--- config.mk ---
export PLATFORM = sky130hd
export DESIGN_NAME = pc_stack_unit
export DESIGN_NICKNAME = d
export VERILOG_FILES = /design/src/rtl/pc_stack_unit.sv
export SDC_FILE = /design/constraint.sdc
export NUM_CORES = 1
export LEC_CHECK = 0
export BUFFER_PORTS_ARGS = -buffer_cell sky130_fd_sc_hd__buf_2
export CAP_MARGIN = 5
export CELL_PAD_IN_SITES_DETAIL_PLACEMENT = 1
export CELL_PAD_IN_SITES_GLOBAL_PLACEMENT = 2
export CORE_ASPECT_RATIO = 1.25
export CORE_MARGIN = 1
export CORE_UTILIZATION = 35
export CTS_BUF_LIST = sky130_fd_sc_hd__clkbuf_8 sky130_fd_sc_hd__clkbuf_16
export DETAILED_ROUTE_END_ITERATION = 6
export GPL_ROUTABILITY_DRIVEN = 0
export PLACE_DENSITY = 0.86
export SYNTH_ARGS = -nofsm -noshare
export SYNTH_HDL_FRONTEND = slang
export SYNTH_SLANG_ARGS = --single-unit
--- constraint.sdc ---
create_clock -name clk -period 8.3 [get_ports clk]
set_input_delay 2.075 -clock clk [delete_from_list [all_inputs] [get_ports clk]]
set_output_delay 2.075 -clock clk [all_outputs]
set_load 0.1 [all_outputs]
--- src/rtl/pc_stack_unit.sv ---
// rtl/pc_stack_unit.sv - parametrised program-counter call stack with atomic call/return
// One PC per call level, a level pointer, and a sticky first-error code.
module pc_stack_unit #(
  parameter  int                      PC_WIDTH = 9,
  parameter  int                      DEPTH    = 8,
  parameter  logic [PC_WIDTH-1:0]     RESET_PC = '0,
  localparam int                      PTR_W    = $clog2(DEPTH)
) (
  input  logic                clk,
  input  logic                rst,
  input  logic                inc,
  input  logic                set,
  input  logic [PC_WIDTH-1:0] set_value,
  input  logic                call,
  input  logic [PC_WIDTH-1:0] call_target,
  input  logic                ret,
  input  logic                err_clr,
  output logic [PC_WIDTH-1:0] pc_out,
  output logic [PTR_W-1:0]    level,
  output logic                full,
  output logic                empty,
  output logic                err,
  output logic [1:0]          err_code
);

  localparam logic [PTR_W-1:0] LAST = PTR_W'(DEPTH - 1);

  logic [PC_WIDTH-1:0] r_stack [DEPTH];
  logic [PTR_W-1:0]    r_level;
  logic                r_err;
  logic [1:0]          r_err_code;

  logic                w_conflict;
  logic                w_overflow;
  logic                w_underflow;
  logic                w_err_evt;
  logic [1:0]          w_new_code;
  logic [PC_WIDTH-1:0] w_cur_pc;
  logic [PC_WIDTH-1:0] w_cur_inc;
  logic [PTR_W-1:0]    w_next_level;

  assign w_cur_pc     = r_stack[r_level];
  assign w_cur_inc    = w_cur_pc + 1'b1;
  assign w_next_level = r_level + 1'b1;

  assign w_conflict  = call & ret;
  assign w_overflow  = call & ~ret & (r_level == LAST);
  assign w_underflow = ret & ~call & (r_level == '0);
  assign w_err_evt   = w_conflict | w_overflow | w_underflow;

  always_comb begin
    w_new_code = 2'd0;
    if (w_conflict)       w_new_code = 2'd3;
    else if (w_overflow)  w_new_code = 2'd1;
    else if (w_underflow) w_new_code = 2'd2;
  end

  always_ff @(posedge clk or posedge rst) begin
    if (rst) begin
      for (int i = 0; i < DEPTH; i++) r_stack[i] <= RESET_PC;
      r_level <= '0;
    end else if (!w_err_evt) begin
      if (call) begin
        // Return address is saved in the caller's own slot, so ret simply drops a level.
        r_stack[r_level]      <= w_cur_inc;
        r_stack[w_next_level] <= call_target;
        r_level               <= w_next_level;
      end else if (ret) begin
        r_level <= r_level - 1'b1;
      end else if (set) begin
        r_stack[r_level] <= set_value;
      end else if (inc) begin
        r_stack[r_level] <= w_cur_inc;
      end
    end
  end

  // A fresh error outranks a same-cycle clear; otherwise the first code is kept.
  always_ff @(posedge clk or posedge rst) begin
    if (rst) begin
      r_err      <= 1'b0;
      r_err_code <= 2'd0;
    end else if (w_err_evt) begin
      r_err <= 1'b1;
      if (!r_err || err_clr) r_err_code <= w_new_code;
    end else if (err_clr) begin
      r_err      <= 1'b0;
      r_err_code <= 2'd0;
    end
  end

  assign pc_out   = w_cur_pc;
  assign level    = r_level;
  assign full     = (r_level == LAST);
  assign empty    = (r_level == '0);
  assign err      = r_err;
  assign err_code = r_err_code;

endmodule

Yosys cells after proc, flatten, opt, wreduce, memory -nomap -nowiden
Cells that the tools add are included.
{"block": "totals", "out_inout_bits": 17, "inputBits": 25, "reg_bits": 78, "elab_cells": 68}
{"block": "op_classes", "n_mux": 24, "reduce_logical": 11, "n_lt_le_gt_ge": 4, "eq_ne": 3, "addsub": 3, "bitwise_logic": 12}
{"cell": "$mux W72", "n": 4}
{"cell": "$bwmux W72", "n": 3}
{"cell": "$demux W9 S3", "n": 2}
{"cell": "$mux W9", "n": 4}
{"cell": "$bmux W9 S3", "n": 1}
{"cell": "$mux W2", "n": 6}
{"cell": "$add A9 B1 Y9 const B", "n": 1}
{"cell": "$ge A4 B4 Y1 const B", "n": 2}
{"cell": "$lt A4 B1 Y1 const B", "n": 2}
{"cell": "$not A3 Y4", "n": 2}
{"cell": "$mux W3", "n": 2}
{"cell": "$and A1 B1 Y1", "n": 5}
{"cell": "$reduce_and A2 Y1", "n": 2}
{"cell": "$reduce_bool A2 Y1", "n": 2}
{"cell": "$add A3 B1 Y3 const B", "n": 1}
{"cell": "$eq A3 B3 Y1 const B", "n": 1}
{"cell": "$logic_not A3 Y1", "n": 1}
{"cell": "$not A1 Y1", "n": 3}
{"cell": "$reduce_and A3 Y1", "n": 1}
{"cell": "$reduce_bool A3 Y1", "n": 1}
{"cell": "$sub A3 B1 Y3 const B", "n": 1}
{"cell": "$logic_and A1 B1 Y1", "n": 2}
{"cell": "$mux W1", "n": 2}
{"cell": "$ne A2 B1 Y1 const B", "n": 1}
{"cell": "other kinds (4)", "n": 5}

Longest topological paths before layout
Gate-level depths: netlist of run 1.
{"block": "depth", "depth_word": 10, "ltp_mapped": 12, "ltp_nobuf": 8}

Worst setup path before layout of run 1
No wires, ideal clock.
{"block": "synth_timing", "path_kind": "reg-to-output", "start": "register r_level[2] (netlist: level[2])", "end": "output pc_out[8]", "t_arrival_ns": 4.074, "n_path_buf": 3, "stages_incl_launch_ff": 7, "path_slack_ns": 2.151, "required_ns": 6.225, "path_cell_list": "dfrtp_1 > buf_6 > buf_6 > buf_4 > nor2b_1 > a221oi_1 > o21ai_0"}
{"block": "synth_via", "elab_chain_cells": 4}
{"element": "from (decl)", "line_no": "29", "rtl": "logic [PTR_W-1:0] r_level;"}
{"element": "from (signal assigned)", "line_no": "67", "rtl": "r_level <= w_next_level;"}
{"element": "from (signal assigned)", "line_no": "69", "rtl": "r_level <= r_level - 1'b1;"}
{"element": "$not A3 Y4 (implied by the code)", "line_no": "42", "rtl": "assign w_cur_pc = r_stack[r_level];"}
{"element": "$bmux W9 S3", "line_no": "42"}
{"element": "$mux W9 (implied by the code) (2 in a row)", "line_no": "42"}
{"element": "to (decl)", "line_no": "18", "rtl": "output logic [PC_WIDTH-1:0] pc_out,"}
No other way between the ends. The select of a mux whose other input is x is not followed.

Worst setup path after layout of run 1
{"block": "layout_timing", "start": "register r_level[1] (netlist: level[1])", "end": "output pc_out[8]"}
Same word-level chain as after synthesis.

==> impl.org, run 1 <==
** Outcome
- The run finished with clean final reports.

** STA
- Setup repair after global routing left no endpoint under its margin.
- Sum Neg Setup Slack :: 0 ps
- On the final layout, the worst clock skew is 8.33 ps.
- Timing would allow up to 185 MHz.
- The count of pins over their slew limit is 0.
- Number of hold violations in the final report :: 0
- The final critical path takes up 65.0% of the cycle.
- Setup slack on the critical path of the routed design comes to 2910 ps.
- Headroom to the max-slew limit :: 12.4%
- For the pin with the worst max-slew slack, the measured transition is 1310 ps.
- Setup violations remaining at the end of the flow were counted as 0.
- Final critical path time including I/O delays and setup :: approximately 5400 ps

** Hold path
- The worst hold path terminates at err_code[1].
- The worst hold path begins at err_code[1].
- Min-delay worst type :: flip-flop to flip-flop
- Worst hold path cell count :: 2

** Yosys
- Leading cell type by number of instances after synthesis :: sky130_fd_sc_hd__nand2_1
- Counting instances in the post-synthesis netlist gives the leading cell types as 91 x sky130_fd_sc_hd__nand2_1, 81 x sky130_fd_sc_hd__o21ai_0, 78 x sky130_fd_sc_hd__dfrtp_1, 72 x sky130_fd_sc_hd__a21oi_1, 51 x sky130_fd_sc_hd__nor2_1.
- Synthesized area divided by synthesized cell count :: 8.21 sq um
- Syn Std Cell Area :: between 0.005 and 0.006 sq mm
- Share of async-settable or async-resettable flops after synthesis :: 100%
- After synthesis the netlist holds a flip-flop and latch count of 78.
- For this run, the register share of the synthesized area comes to 33.3%.
- Yosys top cell area share :: 33.3%
- The largest total area in the synthesized netlist belongs to sky130_fd_sc_hd__dfrtp_1.
- The most used flip-flop cell after synthesis is sky130_fd_sc_hd__dfrtp_1.
- Cell count after synthesis :: approximately 720
- Largest cells by area after synthesis :: sky130_fd_sc_hd__dfrtp_1 33%, sky130_fd_sc_hd__o21ai_0 6.9%, sky130_fd_sc_hd__o221ai_1 6.3%, sky130_fd_sc_hd__a21oi_1 6.1%, sky130_fd_sc_hd__nand2_1 5.8%
- Yosys mapped the design onto 70 distinct sky130hd cell types.
- Warnings, synthesis :: 0
- In this run, synthesis inferred 0 flip-flops with an integrated enable.
- Net count of the mapped netlist :: approximately 750

** Global routing
- The first global-routing pass estimated 42700 um of wire.
- Antenna violations before repair :: 0
- After global routing, the most crowded layer is met2.
- Pin count of the biggest net entering global routing :: 79
- In the global route stage, overall resource usage came out at 32.9%.
- Overflow left after global routing :: 0
- Routing usage on met1 :: between 40% and 50%
- Global routing consumed, on the met2 layer, 52.6% of the routing resources.
- Via count of the first global-routing pass :: 6817
- Global routing consumed, on the met3 layer, 6.64% of the routing resources.

** Drt
- Vias per cell :: around 7
- # DRC :: 0
- Final ANT Viol Nets :: 0
- For this run, the detailed router's first-pass iteration total came to 5.
- Vias after detailed routing :: ~6.6k
- Drt initial violations :: between 800 and 900
- Total Routed Length :: 27700 um
- Avg WL per Cell :: 29.4 um

** Clocking
- At the later pin of the worst-skew pair, clock insertion delay measures about 360 ps.
- The number of hold buffers added after CTS was 0.
- TritonCTS built the clock tree.
- Largest buffer count on any clock path :: 2
- Clock transition at the registers of the reported paths :: 70 ps
- Post-CTS repair timing setup buffer count :: 0
- Clock root buffer :: sky130_fd_sc_hd__clkbuf_16
- After clock tree synthesis, the repair step resized 0 gates.
- The H-tree was split into 3 levels.
- Total number of clock tree sinks :: 78
- In this run, CTS created clock tree buffers numbering 9.

** Final layout
- After routing the design area is 0.00651 sq mm.
- Leaving out filler cells and counting taps, the final layout contains 943.
- Area growth from synthesis to final layout :: 10.9%
- N_diodes :: 0
- Nets :: between 700 and 800
- Once layout is complete, the utilization of the core stands at 40.0%.
- The post-route netlist has between 10 and 15% of its cells at a drive strength greater than 1.

** Setup path
- Worst R2R Path Depth :: 7
- Maximum fanout along the worst path :: 22
- End of the worst register-to-register path :: r_stack[35]
- The startpoint identified for the worst register-to-register timing path is level[1].
- Startpoint Class :: flip-flop
- Data arrival, critical path :: 3320 ps
- STA classifies the critical path endpoint as a primary output.
- Worst endpoint required time :: 6230 ps
- Setup slack on the worst reg-to-reg path comes out at roughly 3600 ps.
- The setup path with the least slack is of type flip-flop to primary output.

** Die
- Ports :: between 40 and 50
- For this configuration, the core starts out at a cell density of a little over a third.
- Floorplan Core Area :: 0.0163 sq mm
- Row count :: 52
- The floorplan step defined a die boundary enclosing ~0.017 sq mm.
- Vert. Die Dim :: about 150 um
- Measured along the x axis, the die boundary spans 118 um.

** Pwr
- In this run the power density over the cells is 526 mW/mm^2.
- Summed over all cells, the static leakage comes to 2.56 nW.
- Worst supply voltage drop on vdd :: between 0.2 and 0.25 mV

** Place
- After detailed placement, the design holds a cell count of 927.
- Post-placement worst setup slack :: between 3000 and 4000 ps
- Once placement finished, the instance area stood at 0.00619 sq mm.
- Input and output buffers added on the ports amount to 41.
- Summed over all nets, the half-perimeter wirelength after detailed placement is approximately 19000 um.

** Run
- Max-cap violations in this run came to 0.
==> where the power goes <==
part | switching [W] | internal (W)
combinational | 0.00163 | 0.000611
sequential | 0.000186 | 0.000553
clock | 0.000176 | 0.000269
==> cells by family (layout without fill, tap and decap cells) <==
kind of cell             after synthesis  in the layout  share of synthesized area (%)
AND/OR/NAND/NOR                      236            236                           19.1
flip-flops                            78             78                           33.3
AO/OA/AOI/OAI                        297            297                           33.3
multiplexers                          20             20                           5.71
XOR/XNOR                               9              9                           2.17
buffers and inverters                 70             82                           5.35
adder cells (fa/ha/maj)                5              5                           1.07
==> critical path, stage by stage, from the launching register on <==
cell,delay (ps)
sky130_fd_sc_hd__dfrtp_1,970
sky130_fd_sc_hd__clkinv_1,570
sky130_fd_sc_hd__nor3_1,300
sky130_fd_sc_hd__buf_4,230
sky130_fd_sc_hd__a221oi_1,100
sky130_fd_sc_hd__o21ai_0,250
sky130_fd_sc_hd__buf_2,540
==> per-layer routing <==
metal | vias up | routed length [um]
met2 | 453 | 13100
met1 | 3274 | 10500
met3 | 111 | 2310
li1 | 2739 | -
met4 | 0 | 1780
met5 | - | 0
==> state kept, by name, indices dropped and copies added, names as in the netlist <==
name / count
err: 1
err_code: 2
level: 3
r_stack: 72
==> metrics by stage <==
step | power (W) | hold WS [ps]
2_1_floorplan | 0.00231 | 445
3_3_place_gp | 0.00285 | 460
3_5_place_dp | 0.00290 | 473
4_1_cts | 0.00335 | 487
5_1_grt | 0.00356 | 524
6_report | 0.00343 | 479
==> cells in the final DEF (no fill, tap or decap), types with 10 or more instances in the layout <==
| master | netlist | final |
|---|---|---|
| sky130_fd_sc_hd__nand3_1 | 19 | 19 |
| sky130_fd_sc_hd__dfrtp_1 | 78 | 78 |
| sky130_fd_sc_hd__and2_1 | 11 | 11 |
| sky130_fd_sc_hd__buf_4 | 6 | 15 |
| sky130_fd_sc_hd__nor2_1 | 51 | 50 |
| sky130_fd_sc_hd__mux4_2 | 10 | 10 |
| sky130_fd_sc_hd__a22oi_1 | 19 | 19 |
| sky130_fd_sc_hd__nand2_1 | 91 | 91 |
| sky130_fd_sc_hd__a21oi_1 | 72 | 72 |
| sky130_fd_sc_hd__a31oi_1 | 13 | 13 |
| sky130_fd_sc_hd__nor3_1 | 15 | 15 |
| sky130_fd_sc_hd__buf_2 | 5 | 41 |
| sky130_fd_sc_hd__o221ai_1 | 42 | 42 |
| sky130_fd_sc_hd__o22ai_1 | 13 | 13 |
| sky130_fd_sc_hd__o21ai_0 | 81 | 81 |
==> area by class of cell <==
| cell class | instances | area, sq um |
|---|---|---|
| inverters | 10 | 38.8 |
| clock buffers | 10 | 239 |
| multi-input cells | 567 | 3610 |
| fillers | 1990 | 9760 |
| clock inverters | 6 | 77.6 |
| flip-flops and latches | 78 | 1950 |
| well taps | 216 | 270 |
| repair buffers | 56 | 318 |
==> worst max-delay path by stage <==
stage                              to      from  slack, ps
after floorplan             pc_out[8]  level[2]       2150
after global placement    r_stack[30]      call       3490
after detailed placement  r_stack[67]      call       3430
after CTS                   pc_out[8]  level[1]       3030
after global routing        pc_out[8]  level[1]       2780
final                       pc_out[8]  level[1]       2910
Power figures use the tool's default switching activity.
==> run 2: changes to the inputs <==
Settings changed: ABC_AREA set to 1, CORE_UTILIZATION 35 to 32, PLACE_DENSITY 0.86 to 0.87.
Clock period 8.3 ns to 4.5 ns, I/O delays scaled along.
==> impl.org, run 2 <==
** Setup path
- Register-to-Register Setup Slack :: 1200 ps (-2410 ps)
- Maximum fanout along the worst path :: 20 (-9.1%)
- The worst setup path is captured at a primary output.
- The required time reported for the critical path endpoint is 3380 ps (-2850 ps).
- Startpoint Class :: flip-flop
- The critical path is of the flip-flop to primary output type.
- The endpoint identified for the worst register-to-register timing path is r_stack[26].
- The startpoint identified for the worst register-to-register timing path is level[0].
- Data arrival, critical path :: 2810 ps (-510 ps)
- The depth of the worst register-to-register path was 17 (+10).

** Yosys
- Warnings, synthesis :: 0 (unchanged)
- Cell count after synthesis :: 983 (+37%)
- Synth area leader :: sky130_fd_sc_hd__dfrtp_1
- Leading cell type by number of instances after synthesis :: sky130_fd_sc_hd__nand2_1
- Primary FF master, synth :: sky130_fd_sc_hd__dfrtp_1
- The number of synthesized flops with an enable pin was 0 (unchanged).
- Counting instances in the post-synthesis netlist gives the leading cell types as 274 x sky130_fd_sc_hd__nand2_1, 110 x sky130_fd_sc_hd__inv_1, 82 x sky130_fd_sc_hd__a21oi_1, 78 x sky130_fd_sc_hd__dfrtp_1, 61 x sky130_fd_sc_hd__nand3_1.
- Net count of the mapped netlist :: 1013 (+36%)
- Syn Std Cell Area :: 0.00667 sq mm (+14%)
- The mean instance size in the synthesized netlist was 6.78 sq um (-17%).
- FF+latch count, synth :: 78 (unchanged)
- Seq/Total Area, Yosys :: 29.3% (-4.0 points)
- Yosys top cell area share :: 29.3% (-4.0 points)
- The async set or reset register ratio after synthesis came to 100% (unchanged).
- After synthesis, the cell types taking the most area are sky130_fd_sc_hd__dfrtp_1 29%, sky130_fd_sc_hd__nand2_1 15%, sky130_fd_sc_hd__inv_1 6.2%, sky130_fd_sc_hd__a21oi_1 6.2%, sky130_fd_sc_hd__a22oi_1 4.6%.
- Unique cell type count in the Yosys netlist :: 54 (-23%)

** Clocking
- Worst skew pair latency :: 360 ps (about the same)
- Post-CTS Resized :: 0 (unchanged)
- CTS placed an instance of sky130_fd_sc_hd__clkbuf_16 at the clock tree root.
- Clock tree from TritonCTS :: built
- The cts-stage hold buffer count came to 0 (unchanged).
- Clock transition at the registers of the reported paths :: 70 ps (about the same)
- Total number of clock tree sinks :: 78 (unchanged)
- Max H-tree Level :: 3 (unchanged)
- The maximum buffer depth of the clock tree is 2 (unchanged).
- The total clock buffers created by CTS came to 9 (unchanged).
- Post-CTS repair timing setup buffer count :: 0 (unchanged)

** STA
- The count of endpoints failing setup in the final report was 0 (unchanged).
- Final Max Tran Viols :: 0 (unchanged)
- Number of hold violations in the final report :: 0 (unchanged)
- The smallest clock period supported by the final layout is computed as 3930 ps.
- Max Clock Freq :: 254 MHz
- Headroom to the max-slew limit :: 27.3% (+15 points)
- The sum of negative setup slack came to 0 ps (unchanged).
- Clock Skew :: 6.70 ps (-1.63 ps)
- Portion of the clock cycle consumed by the worst path in the final layout :: 87.4%
- Slew at the pin closest to its max-slew limit :: 1090 ps (-220 ps)
- Setup repair after global routing left no endpoint under its margin.

** Die
- Floorplan Core Area :: 0.0202 sq mm (+24%)
- The initial cell density of the core is 32.9% (-3.2 points).
- The horizontal die dimension is 131 um (+11%).
- Row count :: 58 (+12%)
- The die outline area was 0.0214 sq mm (+24%).
- The die height is 163 um (+11%).
- The number of top-level design ports is 42 (unchanged).

** Global routing
- The residual overflow from global routing was 0 (unchanged).
- The total routing resource utilization after global routing is 27.8% (-5.1 points).
- Via count of the first global-routing pass :: 7539 (+11%)
- Pin count of the biggest net entering global routing :: 53 (-33%)
- The initial antenna violation count was 0 (unchanged).
- The first-pass GRT wire length came to 43800 um (+2.4%).

** Run
- The number of max-cap violations was 0 (unchanged).

** Drt
- The iteration-0 DRC count of the detailed router came to 562 (-31%).
- The average via count per standard cell came to 5.68 (-19%).
- The final wirelength was 28100 um (+1.2%).
- The first-pass detailed-route iteration total was 5 (unchanged).
- The post-detailed-route wirelength per cell is 21.8 um (-26%).
- Vias after detailed routing :: 7322 (+11%)
- Final ANT Viol Nets :: 0 (unchanged)
- The detailed-route DRC error count was 0 (unchanged).

** Final layout
- Area growth from synthesis to final layout :: 11.2%
- Fraction of final layout cells sized beyond drive strength 1 :: 15.7% (+0.97 points)
- Utilization after layout :: 36.6% (-3.4 points)
- The final antenna diode count is 0 (unchanged).
- Most frequent cells in the layout :: 274 x sky130_fd_sc_hd__nand2_1, 109 x sky130_fd_sc_hd__inv_1, 82 x sky130_fd_sc_hd__a21oi_1, 77 x sky130_fd_sc_hd__dfrtp_1, 61 x sky130_fd_sc_hd__nand3_1
- Register containing the most flip-flops in the final layout :: r_stack
- Nets :: 1045 (+39%)
- The number of fill cells in the layout was 2610 (+31%).
- The number of flip-flops in the largest register came to 72 (unchanged).
- Leading cell type in the layout, fill and taps excluded :: sky130_fd_sc_hd__nand2_1

** Hold path
- The worst hold path depth was 2 (unchanged).
- Endpoint of the worst hold-timing path :: err_code[0]
- Min-delay worst type :: flip-flop to flip-flop
- The startpoint identified for the worst hold timing path is err_code[0].

** Outcome
- The flow ran to the end, and the final reports show no timing, DRC or antenna violations.

** Place
- Total half-perimeter wirelength after legalization and detailed placement :: 20900 um (+7.5%)
- The number of buffer cells added on primary ports came to 41 (unchanged).
-- run 2: changes by cell type after synthesis, moves of 11 or more --
| cell | change |
|---|---|
| sky130_fd_sc_hd__a211oi_1 | +20 |
| sky130_fd_sc_hd__a22oi_1 | +22 |
| sky130_fd_sc_hd__and2_1 | -11 |
| sky130_fd_sc_hd__clkbuf_1 | -23 |
| sky130_fd_sc_hd__inv_1 | +102 |
| sky130_fd_sc_hd__nand2_1 | +183 |
| sky130_fd_sc_hd__nand2_2 | +17 |
| sky130_fd_sc_hd__nand3_1 | +42 |
| sky130_fd_sc_hd__nor3_1 | -15 |
| sky130_fd_sc_hd__o21ai_0 | -33 |
| sky130_fd_sc_hd__o21ai_1 | +20 |
| sky130_fd_sc_hd__o221ai_1 | -34 |
-- run 2: worst max-delay path by stage --
| stage | cells after the start | slack [ps] | end | from |
|---|---|---|---|---|
| 4_1_cts | 7 | 620 | pc_out[8] | level[0] |
| 3_3_place_gp | 7 | 1030 | pc_out[8] | level[0] |
| 2_1_floorplan | 6 | 610 | empty | level[1] |
| 6_report | 7 | 570 | pc_out[8] | level[0] |
| 3_5_place_dp | 7 | 1000 | pc_out[8] | level[0] |
| 5_1_grt | 8 | 430 | pc_out[8] | level[0] |
-- run 2: layout make-up --
cell class	instances	area [sq um]	share of cell area [%]
tap	270	338	4.56
inverter	128	489	6.60
multi-input combinational	740	3990	53.8
sequential	78	1950	26.4
clock buffer	11	253	3.41
timing repair buffer	58	333	4.49
clock inverter	5	57.6	0.777
-- run 2: cell families after synthesis --
family	synth area share (%)
AND/OR/NAND/NOR	30.9
AO/OA/AOI/OAI	27.4
buffers and inverters	10.9
flip-flops	29.3
adder cells (fa/ha/maj)	0.938
XOR/XNOR	0.375
multiplexers	0.169
-- run 2: critical path, cell delays in order (launching register included) --
cell	delay, ps
sky130_fd_sc_hd__dfrtp_2	680
sky130_fd_sc_hd__buf_4	330
sky130_fd_sc_hd__nand2_2	190
sky130_fd_sc_hd__inv_1	360
sky130_fd_sc_hd__a22o_1	210
sky130_fd_sc_hd__nor2_2	80
sky130_fd_sc_hd__nand2_1	150
sky130_fd_sc_hd__buf_2	450
-- run 2: stage by stage --
step / hold WS, ps / std cells / setup WS, ps / instance area, sq um
CTS: 506 / 1290 / 619 / 7410
detailed placement: 492 / 1274 / 1000 / 7100
global placement: 468 / 1274 / 1030 / 7100
finish: 499 / 1290 / 567 / 7410
global route: 520 / 1290 / 433 / 7410
floorplan: 471 / 983 / 607 / 6670
-- run 2: per-layer routing --
| layer | GRT usage (%) | up-vias | wire length, um |
|---|---|---|---|
| met4 | 15.4 | 0 | 1340 |
| met2 | 47.2 | 251 | 13700 |
| met3 | 2.29 | 65 | 1310 |
| met5 | 0 | - | 0 |
| met1 | 34.5 | 3629 | 11700 |
| li1 | - | 3377 | - |
Power of run 2 is not shown: default switching activity piles up to over one toggle a cycle in this logic, so the estimate is an artifact.
